<file path="src/rtl/acl_pkg.sv">
// Shared opcodes, register map, reset values and FSM states for the accelerometer SPI slave.
package acl_pkg;

    localparam logic [7:0] OP_WRITE        = 8'h0A;
    localparam logic [7:0] OP_READ         = 8'h0B;

    localparam logic [7:0] ADDR_DEVID      = 8'h00;
    localparam logic [7:0] ADDR_XDATA      = 8'h08;
    localparam logic [7:0] ADDR_YDATA      = 8'h09;
    localparam logic [7:0] ADDR_FILTER_CTL = 8'h2C;
    localparam logic [7:0] ADDR_POWER_CTL  = 8'h2D;

    localparam logic [7:0] FILTER_CTL_RST  = 8'h13;
    localparam logic [7:0] POWER_CTL_RST   = 8'h00;

    typedef enum logic [2:0] {
        ST_IDLE,
        ST_CMD,
        ST_ADDR,
        ST_DATA,
        ST_IGNORE
    } acl_state_e;

    function automatic logic [7:0] acl_read_mux(
        input logic [7:0] addr,
        input logic [7:0] devid,
        input logic [7:0] x_snap,
        input logic [7:0] y_snap,
        input logic [7:0] filter_ctl,
        input logic [7:0] power_ctl
    );
        logic [7:0] value;
        case (addr)
            ADDR_DEVID:      value = devid;
            ADDR_XDATA:      value = x_snap;
            ADDR_YDATA:      value = y_snap;
            ADDR_FILTER_CTL: value = filter_ctl;
            ADDR_POWER_CTL:  value = power_ctl;
            default:         value = 8'h00;
        endcase
        return value;
    endfunction

endpackage

</file>
<file path="src/rtl/spi_sync_edge.sv">
// Multi-flop synchroniser for one asynchronous SPI line, with one-clk rise/fall pulses.
module spi_sync_edge #(
    parameter int STAGES = 2
) (
    input  logic clk,
    input  logic rst,
    input  logic din,
    output logic rise,
    output logic fall
);

    logic [STAGES-1:0] chain_q, chain_d;
    logic              prev_q, prev_d;
    logic              sync;

    assign sync = chain_q[STAGES-1];

    always_comb begin
        chain_d = (chain_q << 1) | STAGES'(din);
        prev_d  = sync;
        rise    = sync & ~prev_q;
        fall    = ~sync & prev_q;
    end

    // Reset to 0 so a line already low at reset release never looks like a falling edge.
    always_ff @(posedge clk or posedge rst) begin
        if (rst) begin
            chain_q <= '0;
            prev_q  <= 1'b0;
        end else begin
            chain_q <= chain_d;
            prev_q  <= prev_d;
        end
    end

endmodule

</file>
<file path="src/rtl/acl_spi_slave.sv">
// SPI mode-0 register slave for an accelerometer front end (ID, X/Y snapshots, two control regs).
// Define ACL_ADDR_AUTOINC_EN to advance the address pointer after every completed data byte.
module acl_spi_slave
    import acl_pkg::*;
#(
    parameter int         SYNC_STAGES = 2,
    parameter logic [7:0] DEVID       = 8'hAD
) (
    input  logic       clk,
    input  logic       rst,
    input  logic       sck,
    input  logic       ss,
    input  logic       mosi,
    output logic       miso,
    input  logic [7:0] x_sample,
    input  logic [7:0] y_sample,
    output logic [7:0] filter_ctl,
    output logic [7:0] power_ctl,
    output logic       wr_strobe
);

    logic sck_rise, sck_fall, ss_rise, ss_fall;

    spi_sync_edge #(.STAGES(SYNC_STAGES)) u_sck_sync (
        .clk  (clk),
        .rst  (rst),
        .din  (sck),
        .rise (sck_rise),
        .fall (sck_fall)
    );

    spi_sync_edge #(.STAGES(SYNC_STAGES)) u_ss_sync (
        .clk  (clk),
        .rst  (rst),
        .din  (ss),
        .rise (ss_rise),
        .fall (ss_fall)
    );

    // mosi goes through the same depth as sck so the sampled bit lines up with the detected rise.
    logic [SYNC_STAGES-1:0] mosi_sync_q, mosi_sync_d;
    logic                   mosi_bit;

    assign mosi_bit = mosi_sync_q[SYNC_STAGES-1];

    acl_state_e state_q, state_d;
    logic [2:0] bit_cnt_q, bit_cnt_d;
    logic [7:0] shift_in_q, shift_in_d;
    logic [7:0] shift_out_q, shift_out_d;
    logic       is_read_q, is_read_d;
    logic [7:0] addr_q, addr_d;
    logic [7:0] x_snap_q, x_snap_d;
    logic [7:0] y_snap_q, y_snap_d;
    logic [7:0] filter_q, filter_d;
    logic [7:0] power_q, power_d;
    logic       wr_strobe_q, wr_strobe_d;
    logic       miso_q, miso_d;
    logic [7:0] rx_byte;
    logic [7:0] ptr_next;

`ifdef ACL_ADDR_AUTOINC_EN
    assign ptr_next = addr_q + 8'd1;
`else
    assign ptr_next = addr_q;
`endif

    always_comb begin
        mosi_sync_d = (mosi_sync_q << 1) | SYNC_STAGES'(mosi);
        state_d     = state_q;
        bit_cnt_d   = bit_cnt_q;
        shift_in_d  = shift_in_q;
        shift_out_d = shift_out_q;
        is_read_d   = is_read_q;
        addr_d      = addr_q;
        x_snap_d    = x_snap_q;
        y_snap_d    = y_snap_q;
        filter_d    = filter_q;
        power_d     = power_q;
        wr_strobe_d = 1'b0;
        rx_byte     = {shift_in_q[6:0], mosi_bit};

        // ss rise wins over a coincident 8th sck rise, so a cut-short byte never commits.
        if (ss_rise) begin
            state_d   = ST_IDLE;
            bit_cnt_d = 3'd0;
        end else if (ss_fall) begin
            state_d   = ST_CMD;
            bit_cnt_d = 3'd0;
            x_snap_d  = x_sample;
            y_snap_d  = y_sample;
        end else begin
            case (state_q)
                ST_CMD: begin
                    if (sck_rise) begin
                        shift_in_d = rx_byte;
                        bit_cnt_d  = bit_cnt_q + 3'd1;
                        if (bit_cnt_q == 3'd7) begin
                            if (rx_byte == OP_WRITE) begin
                                state_d   = ST_ADDR;
                                is_read_d = 1'b0;
                            end else if (rx_byte == OP_READ) begin
                                state_d   = ST_ADDR;
                                is_read_d = 1'b1;
                            end else begin
                                state_d   = ST_IGNORE;
                            end
                        end
                    end
                end
                ST_ADDR: begin
                    if (sck_rise) begin
                        shift_in_d = rx_byte;
                        bit_cnt_d  = bit_cnt_q + 3'd1;
                        if (bit_cnt_q == 3'd7) begin
                            addr_d  = rx_byte;
                            state_d = ST_DATA;
                        end
                    end
                end
                ST_DATA: begin
                    if (sck_rise) begin
                        shift_in_d = rx_byte;
                        bit_cnt_d  = bit_cnt_q + 3'd1;
                        if (bit_cnt_q == 3'd7) begin
                            if (!is_read_q) begin
                                if (addr_q == ADDR_FILTER_CTL) begin
                                    filter_d    = rx_byte;
                                    wr_strobe_d = 1'b1;
                                end else if (addr_q == ADDR_POWER_CTL) begin
                                    power_d     = rx_byte;
                                    wr_strobe_d = 1'b1;
                                end
                            end
                            addr_d = ptr_next;
                        end
                    end
                    // A fall at a byte boundary loads the next byte; mid-byte falls shift.
                    if (sck_fall && is_read_q) begin
                        if (bit_cnt_q == 3'd0) begin
                            shift_out_d = acl_read_mux(addr_q, DEVID, x_snap_q, y_snap_q,
                                                       filter_q, power_q);
                        end else begin
                            shift_out_d = {shift_out_q[6:0], 1'b0};
                        end
                    end
                end
                default: begin
                end
            endcase
        end

        miso_d = (state_d == ST_DATA && is_read_d) ? shift_out_d[7] : 1'b0;
    end

    always_ff @(posedge clk or posedge rst) begin
        if (rst) begin
            mosi_sync_q <= '0;
            state_q     <= ST_IDLE;
            bit_cnt_q   <= 3'd0;
            shift_in_q  <= 8'h00;
            shift_out_q <= 8'h00;
            is_read_q   <= 1'b0;
            addr_q      <= 8'h00;
            x_snap_q    <= 8'h00;
            y_snap_q    <= 8'h00;
            filter_q    <= FILTER_CTL_RST;
            power_q     <= POWER_CTL_RST;
            wr_strobe_q <= 1'b0;
            miso_q      <= 1'b0;
        end else begin
            mosi_sync_q <= mosi_sync_d;
            state_q     <= state_d;
            bit_cnt_q   <= bit_cnt_d;
            shift_in_q  <= shift_in_d;
            shift_out_q <= shift_out_d;
            is_read_q   <= is_read_d;
            addr_q      <= addr_d;
            x_snap_q    <= x_snap_d;
            y_snap_q    <= y_snap_d;
            filter_q    <= filter_d;
            power_q     <= power_d;
            wr_strobe_q <= wr_strobe_d;
            miso_q      <= miso_d;
        end
    end

    assign miso       = miso_q;
    assign filter_ctl = filter_q;
    assign power_ctl  = power_q;
    assign wr_strobe  = wr_strobe_q;

endmodule

</file>
<file path="config.mk">
export PLATFORM = sky130hd
export DESIGN_NAME = acl_spi_slave
export DESIGN_NICKNAME = d
export VERILOG_FILES = /design/src/rtl/acl_pkg.sv /design/src/rtl/spi_sync_edge.sv /design/src/rtl/acl_spi_slave.sv
export SDC_FILE = /design/constraint.sdc
export NUM_CORES = 1
export LEC_CHECK = 0
export ABC_AREA = 1
export CORE_MARGIN = 2
export CORE_UTILIZATION = 45
export DETAILED_ROUTE_END_ITERATION = 10
export PLACE_DENSITY = 0.66
export SLEW_MARGIN = 25
export SYNTH_ARGS = -nofsm -noshare
export SYNTH_HDL_FRONTEND = slang
export SYNTH_SLANG_ARGS = --single-unit
</file>
<file path="constraint.sdc">
create_clock -name clk -period 2.7 [get_ports clk]
set_input_delay 0.27 -clock clk [delete_from_list [all_inputs] [get_ports clk]]
set_output_delay 0.27 -clock clk [all_outputs]
set_load 0.01 [all_outputs]
</file>
# ---- Yosys cells after proc, flatten, opt, wreduce, memory -nomap -nowiden
# Cells that the tools add are included.
dict set report word_totals {
  latchBits 0
  in_bits 21
  mem_count 0
  output_inout_bits 18
  rom_bits 0
  ramBits 0
  regBits 72
  elab_cells 94
}
dict set report op_classes {
  order_cmp 0
  n_mul 0
  n_reduce_logical 14
  muxes 35
  div 0
  n_addsub 1
  n_shift 0
  n_bitwise 15
  eq_ne 11
}
# cell n
set op_table {}
lappend op_table {{two-way mux 8 bit} 5}
lappend op_table {{case mux 8 bit (5 select lines)} 1}
lappend op_table {{two-way mux 3 bit} 12}
lappend op_table {{equality test 8 x 4 -> 1 bit, second input constant} 4}
lappend op_table {{equality test 8 x 6 -> 1 bit, second input constant} 2}
lappend op_table {{two-way mux 1 bit} 16}
lappend op_table {{equality test 3 x 2 -> 1 bit, second input constant} 3}
lappend op_table {{zero test 8 bit} 1}
lappend op_table {{inverter 1 bit} 8}
lappend op_table {{AND reduction 4 bit} 2}
lappend op_table {{AND reduction 8 bit} 1}
lappend op_table {{AND reduction 7 bit} 1}
lappend op_table {{bitwise OR 2 x 1 -> 2 bit} 3}
lappend op_table {{case mux 3 bit (2 select lines)} 1}
lappend op_table {{nonzero test 3 bit} 2}
lappend op_table {{AND reduction 5 bit} 1}
lappend op_table {{bitwise AND 1 bit} 4}
lappend op_table {{AND reduction 2 bit} 2}
lappend op_table {{adder 3 x 1 -> 3 bit, second input constant} 1}
lappend op_table {{equality test 3 x 1 -> 1 bit, second input constant} 1}
lappend op_table {{equality test 3 bit, second input constant} 1}
lappend op_table {{zero test 3 bit} 1}
lappend op_table {{OR reduction 3 bit} 1}
lappend op_table {{logical AND 1 bit} 2}

# ---- Depth between registers and ports, before layout
# Gate-level depths: netlist of run 1.
dict set report logic_depth {
  ltp_word 11
  ltp_mapped 11
  mapped_depth_nobuf 11
}

# ---- Modules after synthesis
# Synthesis of run 1 repeated with hierarchy kept, for this count alone.
dict set report hier_totals {
  hier_cells 386
  hier_area_um2 3290.7
}
# module cells_each seq_area_each_um2 area_per_inst_um2 instances
set by_module_without_submodules {}
lappend by_module_without_submodules {acl_spi_slave 370 1655.3 3103.0 1}
lappend by_module_without_submodules {spi_sync_edge 8 75.1 93.8 2}

# ---- Worst setup path after synthesis of run 1
# Ideal clock, no wire load.
dict set report synth_timing {
  path_kind {register to register}
  from {register bit_cnt_q[0]}
  to {register power_q[0], in the netlist power_ctl[0]}
  stages_incl_launch_ff 11
  arrival_time_ps 1387
  setup_slack_ps 1192
  path_buffers 1
  cell_sequence {dfrtp_1 -> ha_1 -> ha_1 -> nand3_2 -> inv_1 -> nand2_1 -> nor2_1 -> nand2_2 -> buf_6 -> nand2_1 -> o21ai_2}
}
dict set report synth_between {
  elab_chain_cells 2
}
# element line_no
set synth_rtl {}
lappend synth_rtl {{start: declaration} acl_spi_slave.sv:47} ;# logic [2:0] bit_cnt_q, bit_cnt_d;
lappend synth_rtl {{start signal: assignment} acl_spi_slave.sv:173} ;# bit_cnt_q <= bit_cnt_d;
lappend synth_rtl {{equality test 3 bit} acl_spi_slave.sv:124} ;# if (bit_cnt_q == 3'd7) begin
lappend synth_rtl {{AND reduction 8 bit (no line)} n/a}
lappend synth_rtl {{end signal: assignment} acl_spi_slave.sv:181} ;# power_q <= power_d;
lappend synth_rtl {{end: declaration} acl_spi_slave.sv:55} ;# logic [7:0] power_q, power_d;
# Every way passes these cells.
# A chain may end at the register's enable or synchronous reset.

# ---- Worst setup path after layout of run 1
dict set report layout_timing {
  from {register u_ss_sync.chain_q[1]}
  to {register filter_q[7], in the netlist filter_ctl[7]}
}
dict set report layout_between {
  elab_chain_cells 4
  word_cells_on_any_way 6
  cone_classes {bitwise (5); reduce/logical (1)}
}
# element line_no
set layout_rtl {}
lappend layout_rtl {{start: declaration} spi_sync_edge.sv:12} ;# logic [STAGES-1:0] chain_q, chain_d;
lappend layout_rtl {{start signal: assignment} spi_sync_edge.sv:31} ;# chain_q <= chain_d;
lappend layout_rtl {{inverter 1 bit} spi_sync_edge.sv:22} ;# fall = ~sync & prev_q;
lappend layout_rtl {{bitwise AND 1 bit} spi_sync_edge.sv:22}
lappend layout_rtl {{inverter 1 bit (no line)} n/a}
lappend layout_rtl {{AND reduction 7 bit (no line) (*)} n/a}
lappend layout_rtl {{end signal: assignment} acl_spi_slave.sv:180} ;# filter_q <= filter_d;
lappend layout_rtl {{end: declaration} acl_spi_slave.sv:54} ;# logic [7:0] filter_q, filter_d;
# Every way passes the cells marked *; elsewhere a longest branch is shown, timed or not.

==> results of run 1 <==
-- final timing paths --
| path | depth (start not counted) | to | startpoint | slack (ps) |
|---|---|---|---|---|
| min in group clk | 1 | mosi_sync_q[0]$_DFF_PP0_ | mosi | 340 |
| min reg2reg | 0 | u_ss_sync.chain_q[1]$_DFF_PP0_ | u_ss_sync.chain_q[0]$_DFF_PP0_ | 350 |
| max in group asynchronous | 3 | filter_ctl[4]$_DFFE_PP1P_ | rst | 2050 |
| max | 8 | filter_ctl[7]$_DFFE_PP0P_ | u_ss_sync.chain_q[1]$_DFF_PP0_ | 910 |
| min | 3 | x_snap_q[0]$_DFFE_PP0P_ | rst | 320 |
| max reg2reg | 8 | filter_ctl[7]$_DFFE_PP0P_ | u_ss_sync.chain_q[1]$_DFF_PP0_ | 910 |
-- worst max-delay path: stages (launching register included) --
cell	delay [ps]
sky130_fd_sc_hd__dfrtp_1	380
sky130_fd_sc_hd__inv_1	50
sky130_fd_sc_hd__ha_1	260
sky130_fd_sc_hd__nor2_8	180
sky130_fd_sc_hd__inv_1	100
sky130_fd_sc_hd__nor3_2	200
sky130_fd_sc_hd__nand2_2	280
sky130_fd_sc_hd__nand2_1	160
sky130_fd_sc_hd__o21ai_2	60
-- kinds of logic (layout without fill, tap and decap cells) --
| logic type | count (synthesis) | after routing | synth area share |
|---|---|---|---|
| AND/OR/NAND/NOR | 194 | 194 | 0.261 |
| flip-flops | 72 | 72 | 0.535 |
| AO/OA/AOI/OAI | 64 | 64 | 0.116 |
| buffers and inverters | 55 | 103 | 0.0694 |
| adder cells (fa/ha/maj) | 5 | 5 | 0.0185 |
-- cells in the mapped netlist --
cell type | n | area, µm²
sky130_fd_sc_hd__nand2_2 | 6 | 37.5
sky130_fd_sc_hd__nand2_1 | 114 | 428
sky130_fd_sc_hd__or2_4 | 1 | 8.76
sky130_fd_sc_hd__o21ai_2 | 16 | 140
sky130_fd_sc_hd__dfrtp_1 | 69 | 1730
sky130_fd_sc_hd__nand3_1 | 27 | 135
sky130_fd_sc_hd__nand4_1 | 4 | 25.0
sky130_fd_sc_hd__buf_6 | 3 | 33.8
sky130_fd_sc_hd__a21boi_1 | 2 | 15.0
sky130_fd_sc_hd__o21ai_0 | 34 | 170
sky130_fd_sc_hd__a22oi_1 | 1 | 7.51
sky130_fd_sc_hd__or2_2 | 2 | 12.5
sky130_fd_sc_hd__a211oi_1 | 1 | 7.51
sky130_fd_sc_hd__inv_2 | 1 | 3.75
sky130_fd_sc_hd__clkbuf_1 | 3 | 11.3
sky130_fd_sc_hd__inv_1 | 46 | 173
sky130_fd_sc_hd__a21oi_1 | 8 | 40.0
sky130_fd_sc_hd__nor4_1 | 1 | 6.26
sky130_fd_sc_hd__nor2_1 | 27 | 101
sky130_fd_sc_hd__o21ai_1 | 2 | 10.0
sky130_fd_sc_hd__nor2_2 | 3 | 18.8
sky130_fd_sc_hd__buf_2 | 1 | 5.00
sky130_fd_sc_hd__dfstp_2 | 3 | 78.8
sky130_fd_sc_hd__nor2_4 | 6 | 67.6
sky130_fd_sc_hd__nor2_8 | 1 | 20.0
sky130_fd_sc_hd__nand3_2 | 1 | 10.0
sky130_fd_sc_hd__buf_4 | 1 | 7.51
sky130_fd_sc_hd__ha_1 | 5 | 62.6
sky130_fd_sc_hd__nor3_2 | 1 | 10.0
-- cell type report --
cell class                      count  share of cell area
Clock inverter                      7              0.0305
Timing Repair Buffer               40              0.0996
Tap cell                           99              0.0302
Inverter                           47              0.0431
Sequential cell                    72               0.441
Multi-Input combinational cell    263               0.326
Clock buffer                        9              0.0302
-- where the power goes --
group          switching, mW  internal (mW)  total [mW]
Combinational          0.141         0.0725       0.214
Sequential            0.0381           1.14        1.18
Clock                  0.429          0.625        1.05
Total                  0.608           1.84        2.45
-- per-layer routing --
metal,track usage,up-vias,share of wire
met5,0,-,0
met4,0.0654,0,0.019
met3,0.0518,16,0.031
met2,0.310,30,0.48
met1,0.259,1260,0.47
li1,-,1328,-
-- sequential cells by signal (all words and copies together) (netlist names) --
name / count
u_ss_sync.chain_q: 2
x_snap_q: 8
y_snap_q: 8
miso: 1
bit_cnt_q: 3
is_read_q: 1
shift_in_q: 7
filter_ctl: 8
power_ctl: 8
mosi_sync_q: 2
shift_out_q: 8
u_sck_sync.prev_q: 1
wr_strobe: 1
addr_q: 8
state_q: 3
u_ss_sync.prev_q: 1
u_sck_sync.chain_q: 2
==> summary.md, run 1 <==
| Metric | Value |
|---|---|
| Hold-fix buffers at CTS | 0 |
| Setup Slack @ Placement | 923 ps |
| Clk pin slew, worst setup/hold paths | 90 ps |
| Number of rows created at floorplan | 31 |
| Final clock skew | 12.9 ps |
| Register area share after synthesis | 0.535 |
| Critical path data required time | 2950 ps |
| Detail-routed via count per cell | 4.91 |
| Total area of multi-input combinational cells | 0.00133 mm² |
| Final-stage net count | 459 |
| Core Footprint | 0.00725 mm² |
| HPWL Detailed | 5300 µm |
| Max Freq | 0.560 GHz |
| Vias in the first global route | 2588 |
| CTS H-Tree Depth | 3 |
| Maximum fanout encountered on the critical timing path | 16 |
| Mean cell area of the mapped netlist | 8.65 µm² |
| Placed Instance Area | 0.00385 mm² |
| TritonCTS clock tree | built |
| Number of filler cells placed in the layout | 693 |
| Setup bufs post-CTS | 0 |
| Worst vdd ir | 365 µV |
| Share of post-route cells with drive strength above 1 | 0.137 |
| Overall power of the completed layout | 2.45 mW |
| Commonest non-fill, non-tap cells in the layout | sky130_fd_sc_hd__nand2_1 (114), sky130_fd_sc_hd__dfrtp_1 (69), sky130_fd_sc_hd__inv_1 (45), sky130_fd_sc_hd__clkdlybuf4s50_1 (38), sky130_fd_sc_hd__o21ai_0 (34) |
| DRC viols | 0 |
| Global-route wire length before repair | 12500 µm |
| Total via count in the routed design | 2634 |
| Post-route fraction of the period consumed by the critical path | 0.662 |
| Die extent in x | 90.6 µm |
| Setup Crit Path Kind | flip-flop to flip-flop |
| Maximum number of pins on one net before global-route repair | 73 |
| Ant. Diodes | 0 |
| Sequential cell area in the final layout | 0.00181 mm² |
| Placed cell count | 521 |
| Warnings from Yosys | 0 |
| Post-Route WL | 7210 µm |
| Initial Util | 0.465 |
| Final Setup Violations | 0 |
| Max-Cap Viols | 0 |
| Unrepaired setup endpoints after global routing | false |
| Layout Area Growth over Synthesis | 21.4% |
| Unique cell type count in the Yosys netlist | 29 |
| Deepest clock path buffer count | 2 |
| I/O pin count | 39 |
| Mapped Area | 0.00337 mm² |
| Post-Synthesis Net Count | 416 |
| First drt pass iteration count | 4 |
| Post-route worst hold slack | 320 ps |
| CTS root buffer | sky130_fd_sc_hd__clkbuf_8 |
| Post-route minimum period | 1790 ps |
| Total power density per cell area | 597 mW/mm² |
| Residual overflow from global routing | 0 |
| Worst-skew pair later-pin latency | 360 ps |
| GRT Resource Usage Total | 0.195 |
| Antenna violations before repair | 0 |
| Most common cell after layout, fill and taps aside | sky130_fd_sc_hd__nand2_1 |
| Count of non-filler cells in the finished layout | 537 |
| CP Data Arrival Time | 2030 ps |
| Post-DR wirelength/cell | 13.4 µm |
| Number of endpoints with negative hold slack in the final report | 0 |
| Number of violations reported at the end of detailed-routing iteration 0 | 131 |
| Endpoint kind of the worst setup timing path | flip-flop |
| Clock sinks | 72 |
| Worst-Margin Slew | 540 ps |
| Design area | 0.00410 mm² |
| Quantity of I/O buffers inserted on ports | 38 |
| Max-Slew Margin vs Limit | 0.640 |
| Die height | 90.6 µm |
| Run status | finished clean |
| Worst Setup Start Kind | flip-flop |
| Final estimated routing congestion in global placement | 0.847 |
| Total of cells resized after clock tree synthesis | 0 |
| Sum of negative setup slack | 0 ps |
| Count of pins over their slew limit | 0 |
| Syn Inst Count | 390 |
| Seq cells post-synth | 72 |
| Standby leakage power | 1.91 nW |
| Worst min-delay path category | input pin to async pin |
| Remaining antenna violation count after routing | 0 |
| Final standard cell utilization of the core | 0.565 |
| Setup ws final | 913 ps |
| Clock buffers created by TritonCTS | 9 |
| Die area | 0.00820 mm² |
No activity file was read; power rests on OpenSTA's default activity.
==> run 2: changes to the inputs <==
--- a/config.mk
+++ b/config.mk
@@ -9,7 +9,7 @@
 export CORE_MARGIN = 2
 export CORE_UTILIZATION = 45
 export DETAILED_ROUTE_END_ITERATION = 10
-export PLACE_DENSITY = 0.66
+export PLACE_DENSITY = 0.69
 export SLEW_MARGIN = 25
 export SYNTH_ARGS = -nofsm -noshare
 export SYNTH_HDL_FRONTEND = slang
==> constraint.sdc (replaced) <==
create_clock -name clk -period 1.57 [get_ports clk]
set_input_delay 0.157 -clock clk [delete_from_list [all_inputs] [get_ports clk]]
set_output_delay 0.157 -clock clk [all_outputs]
set_load 0.01 [all_outputs]
==> run 2 against run 1 <==
  * Critical path depth grew 3
  * Clock power grew 28%
  * Total power grew 56%
  * Critical path type unchanged
  * Largest power group unchanged
==> summary.md, run 2 (synthesis gave the netlist of run 1 again) <==
| Metric | Value |
|---|---|
| Remaining antenna violation count after routing | 0 (unchanged) |
| Die area | 0.00820 mm² (unchanged) |
| Number of filler cells placed in the layout | 622 (-10%) |
| Max-Slew Margin vs Limit | 0.720 (+0.0798) |
| CTS H-Tree Depth | 3 (unchanged) |
| Maximum fanout encountered on the critical timing path | 4 (-12) |
| Worst Setup Start Kind | flip-flop |
| Final-stage net count | 487 (+6.1%) |
| Quantity of I/O buffers inserted on ports | 38 (unchanged) |
| CTS root buffer | sky130_fd_sc_hd__clkbuf_8 |
| Clock sinks | 72 (unchanged) |
| Max-Cap Viols | 0 (unchanged) |
| Die height | 90.6 µm (unchanged) |
| Delay-heaviest family, CP | simple AND/OR/NAND/NOR gates |
| Critical path data required time | 1850 ps (-1100 ps) |
| Hold-fix buffers at CTS | 0 (unchanged) |
| Endpoint kind of the worst setup timing path | flip-flop |
| CP Data Arrival Time | 1830 ps (-200 ps) |
| Number of endpoints with negative hold slack in the final report | 0 (unchanged) |
| Worst-Margin Slew | 419 ps (-121 ps) |
| DRC viols | 0 (unchanged) |
| Share of post-route cells with drive strength above 1 | 0.253 (+0.116) |
| Design area | 0.00442 mm² (+7.9%) |
| Clk pin slew, worst setup/hold paths | 70 ps (-20 ps) |
| Number of cells on the critical path | 11 (+3) |
| Post-route fraction of the period consumed by the critical path | 0.986 (+0.325) |
| Core Footprint | 0.00725 mm² (unchanged) |
| TritonCTS clock tree | built |
| Layout Area Growth over Synthesis | 31.0% |
| Initial Util | 0.465 (unchanged) |
| Setup Crit Path Kind | flip-flop to flip-flop |
| Sum of negative setup slack | 0 ps (unchanged) |
| Detail-routed via count per cell | 4.96 (+1.2%) |
| GRT Resource Usage Total | 0.204 (+0.00966) |
| Deepest clock path buffer count | 2 (unchanged) |
| Cell chain of the critical path | ha_2 > ha_4 > nand3_4 > inv_2 > buf_4 > nand3_2 > nand3_1 > nand2_1 > nor2_1 > nand3_1 > nor2_1 |
| Die extent in x | 90.6 µm (unchanged) |
| Combined buffer and inverter count along the critical path | 2 (unchanged) |
| Maximum number of pins on one net before global-route repair | 73 (unchanged) |
| Number of rows created at floorplan | 31 (unchanged) |
| Worst-skew pair later-pin latency | 360 ps (about the same) |
| Worst min-delay path category | input pin to async pin |
| I/O pin count | 39 (unchanged) |
| Final estimated routing congestion in global placement | 0.866 (+2.2%) |
| Post-route minimum period | 1550 ps (-238 ps) |
| First drt pass iteration count | 5 (+1) |
| Global-route wire length before repair | 13000 µm (+3.7%) |
| Vias in the first global route | 2724 (+5.3%) |
| Standby leakage power | 2.07 nW (+8.4%) |
| Number of violations reported at the end of detailed-routing iteration 0 | 155 (+18%) |
| Post-DR wirelength/cell | 14.2 µm (+5.9%) |
| Clock buffers created by TritonCTS | 9 (unchanged) |
| Final standard cell utilization of the core | 0.609 (+0.0447) |
| Final clock skew | 13.5 ps (+0.610 ps) |
| Count of pins over their slew limit | 0 (unchanged) |
| Residual overflow from global routing | 0 (unchanged) |
| Commonest non-fill, non-tap cells in the layout | sky130_fd_sc_hd__nand2_1 (103), sky130_fd_sc_hd__dfrtp_1 (69), sky130_fd_sc_hd__inv_1 (40), sky130_fd_sc_hd__clkdlybuf4s50_1 (35), sky130_fd_sc_hd__o21ai_0 (31) |
| Worst vdd ir | 554 µV (+52%) |
| Final Setup Violations | 0 (unchanged) |
| Register-to-Register Path Depth | 11 (+3) |
| Total via count in the routed design | 2804 (+6.5%) |
| Unrepaired setup endpoints after global routing | true |
| Longest individual stage delay on the worst path | 380 ps (about the same) |
| Post-Route WL | 8030 µm (+11%) |
| Slowest cell on the critical path | sky130_fd_sc_hd__dfrtp_1 |
| HPWL Detailed | 5760 µm (+8.9%) |
| Max Freq | 0.646 GHz (+15%) |
| Overall power of the completed layout | 3.80 mW (+56%) |
| Ant. Diodes | 0 (unchanged) |
| Total power density per cell area | 861 mW/mm² (+44%) |
| Antenna violations before repair | 0 (unchanged) |
| Placed Instance Area | 0.00405 mm² (+5.2%) |
| Run status | finished clean |
| Most common cell after layout, fill and taps aside | sky130_fd_sc_hd__nand2_1 |
[run 2: cell types whose count changed in the layout (fill, tap and decap cells not counted), moves of 5 or more]
cell	delta
sky130_fd_sc_hd__buf_4	+24
sky130_fd_sc_hd__nand2_1	-11
sky130_fd_sc_hd__nand2_2	+6
sky130_fd_sc_hd__inv_1	-5
sky130_fd_sc_hd__nand2_4	+5
sky130_fd_sc_hd__nand3_1	-5
[run 2: metrics by stage]
| step | std cells | hold slack [ps] | setup slack [ps] |
|---|---|---|---|
| 4_1_cts | 559 | 219 | -3.53 |
| 2_1_floorplan | 390 | 188 | 62.1 |
| 3_3_place_gp | 542 | 334 | 6.76 |
| 6_report | 565 | 227 | 21.3 |
| 3_5_place_dp | 542 | 338 | -66.6 |
| 5_1_grt | 565 | 222 | -78.9 |
[run 2: area by class of cell]
cell class                 count  area (µm²)  area share
clock buffer                  10         138      0.0311
clock inverter                 6        42.5     0.00962
tap                           99         124      0.0280
timing repair buffer          68         656       0.148
sequential                    72        1810       0.408
inverter                      47         180      0.0408
multi-input combinational    263        1480       0.334
[run 2: final timing paths]
path | from | to | slack (ps)
max reg2reg | bit_cnt_q[1]$_DFFE_PP0P_ | miso$_DFF_PP0_ | 20
min | rst | y_snap_q[1]$_DFFE_PP0P_ | 230
min reg2reg | mosi_sync_q[0]$_DFF_PP0_ | mosi_sync_q[1]$_DFF_PP0_ | 360
max | bit_cnt_q[1]$_DFFE_PP0P_ | miso$_DFF_PP0_ | 20
min in group clk | mosi | mosi_sync_q[0]$_DFF_PP0_ | 230
max in group asynchronous | rst | filter_ctl[4]$_DFFE_PP1P_ | 990
[run 2: worst register-to-register path, cell delays in order, from the launching register on]
cell,delay [ps]
sky130_fd_sc_hd__dfrtp_1,380
sky130_fd_sc_hd__ha_2,210
sky130_fd_sc_hd__ha_4,130
sky130_fd_sc_hd__nand3_4,80
sky130_fd_sc_hd__inv_2,80
sky130_fd_sc_hd__buf_4,120
sky130_fd_sc_hd__nand3_2,50
sky130_fd_sc_hd__nand3_1,80
sky130_fd_sc_hd__nand2_1,70
sky130_fd_sc_hd__nor2_1,100
sky130_fd_sc_hd__nand3_1,80
sky130_fd_sc_hd__nor2_1,90
[run 2: timing repair]
item	CTS	global route
pin swaps	2	12
gates cloned	0	0
resized for setup	11	37
hold endpoints to repair	0	0
setup endpoints to repair	22	40
setup buffers	1	6
[run 2: power by group]
part           total, mW  switching, mW  internal (mW)  leakage [nW]
sequential          2.04         0.0730           1.96         0.943
clock               1.34          0.720          0.618        0.0887
combinational      0.431          0.267          0.164          1.04
total               3.80           1.06           2.74          2.07
[run 2: routing by layer]
layer  vias up  routed length [µm]  global-route usage  part of all wire
met4         0                 109              0.0628             0.014
met5         -                   0                   0                 0
met1      1349                3560               0.254              0.44
met3         9                 289              0.0651             0.036
li1       1389                   -                   -                 -
met2        57                4070               0.341              0.51
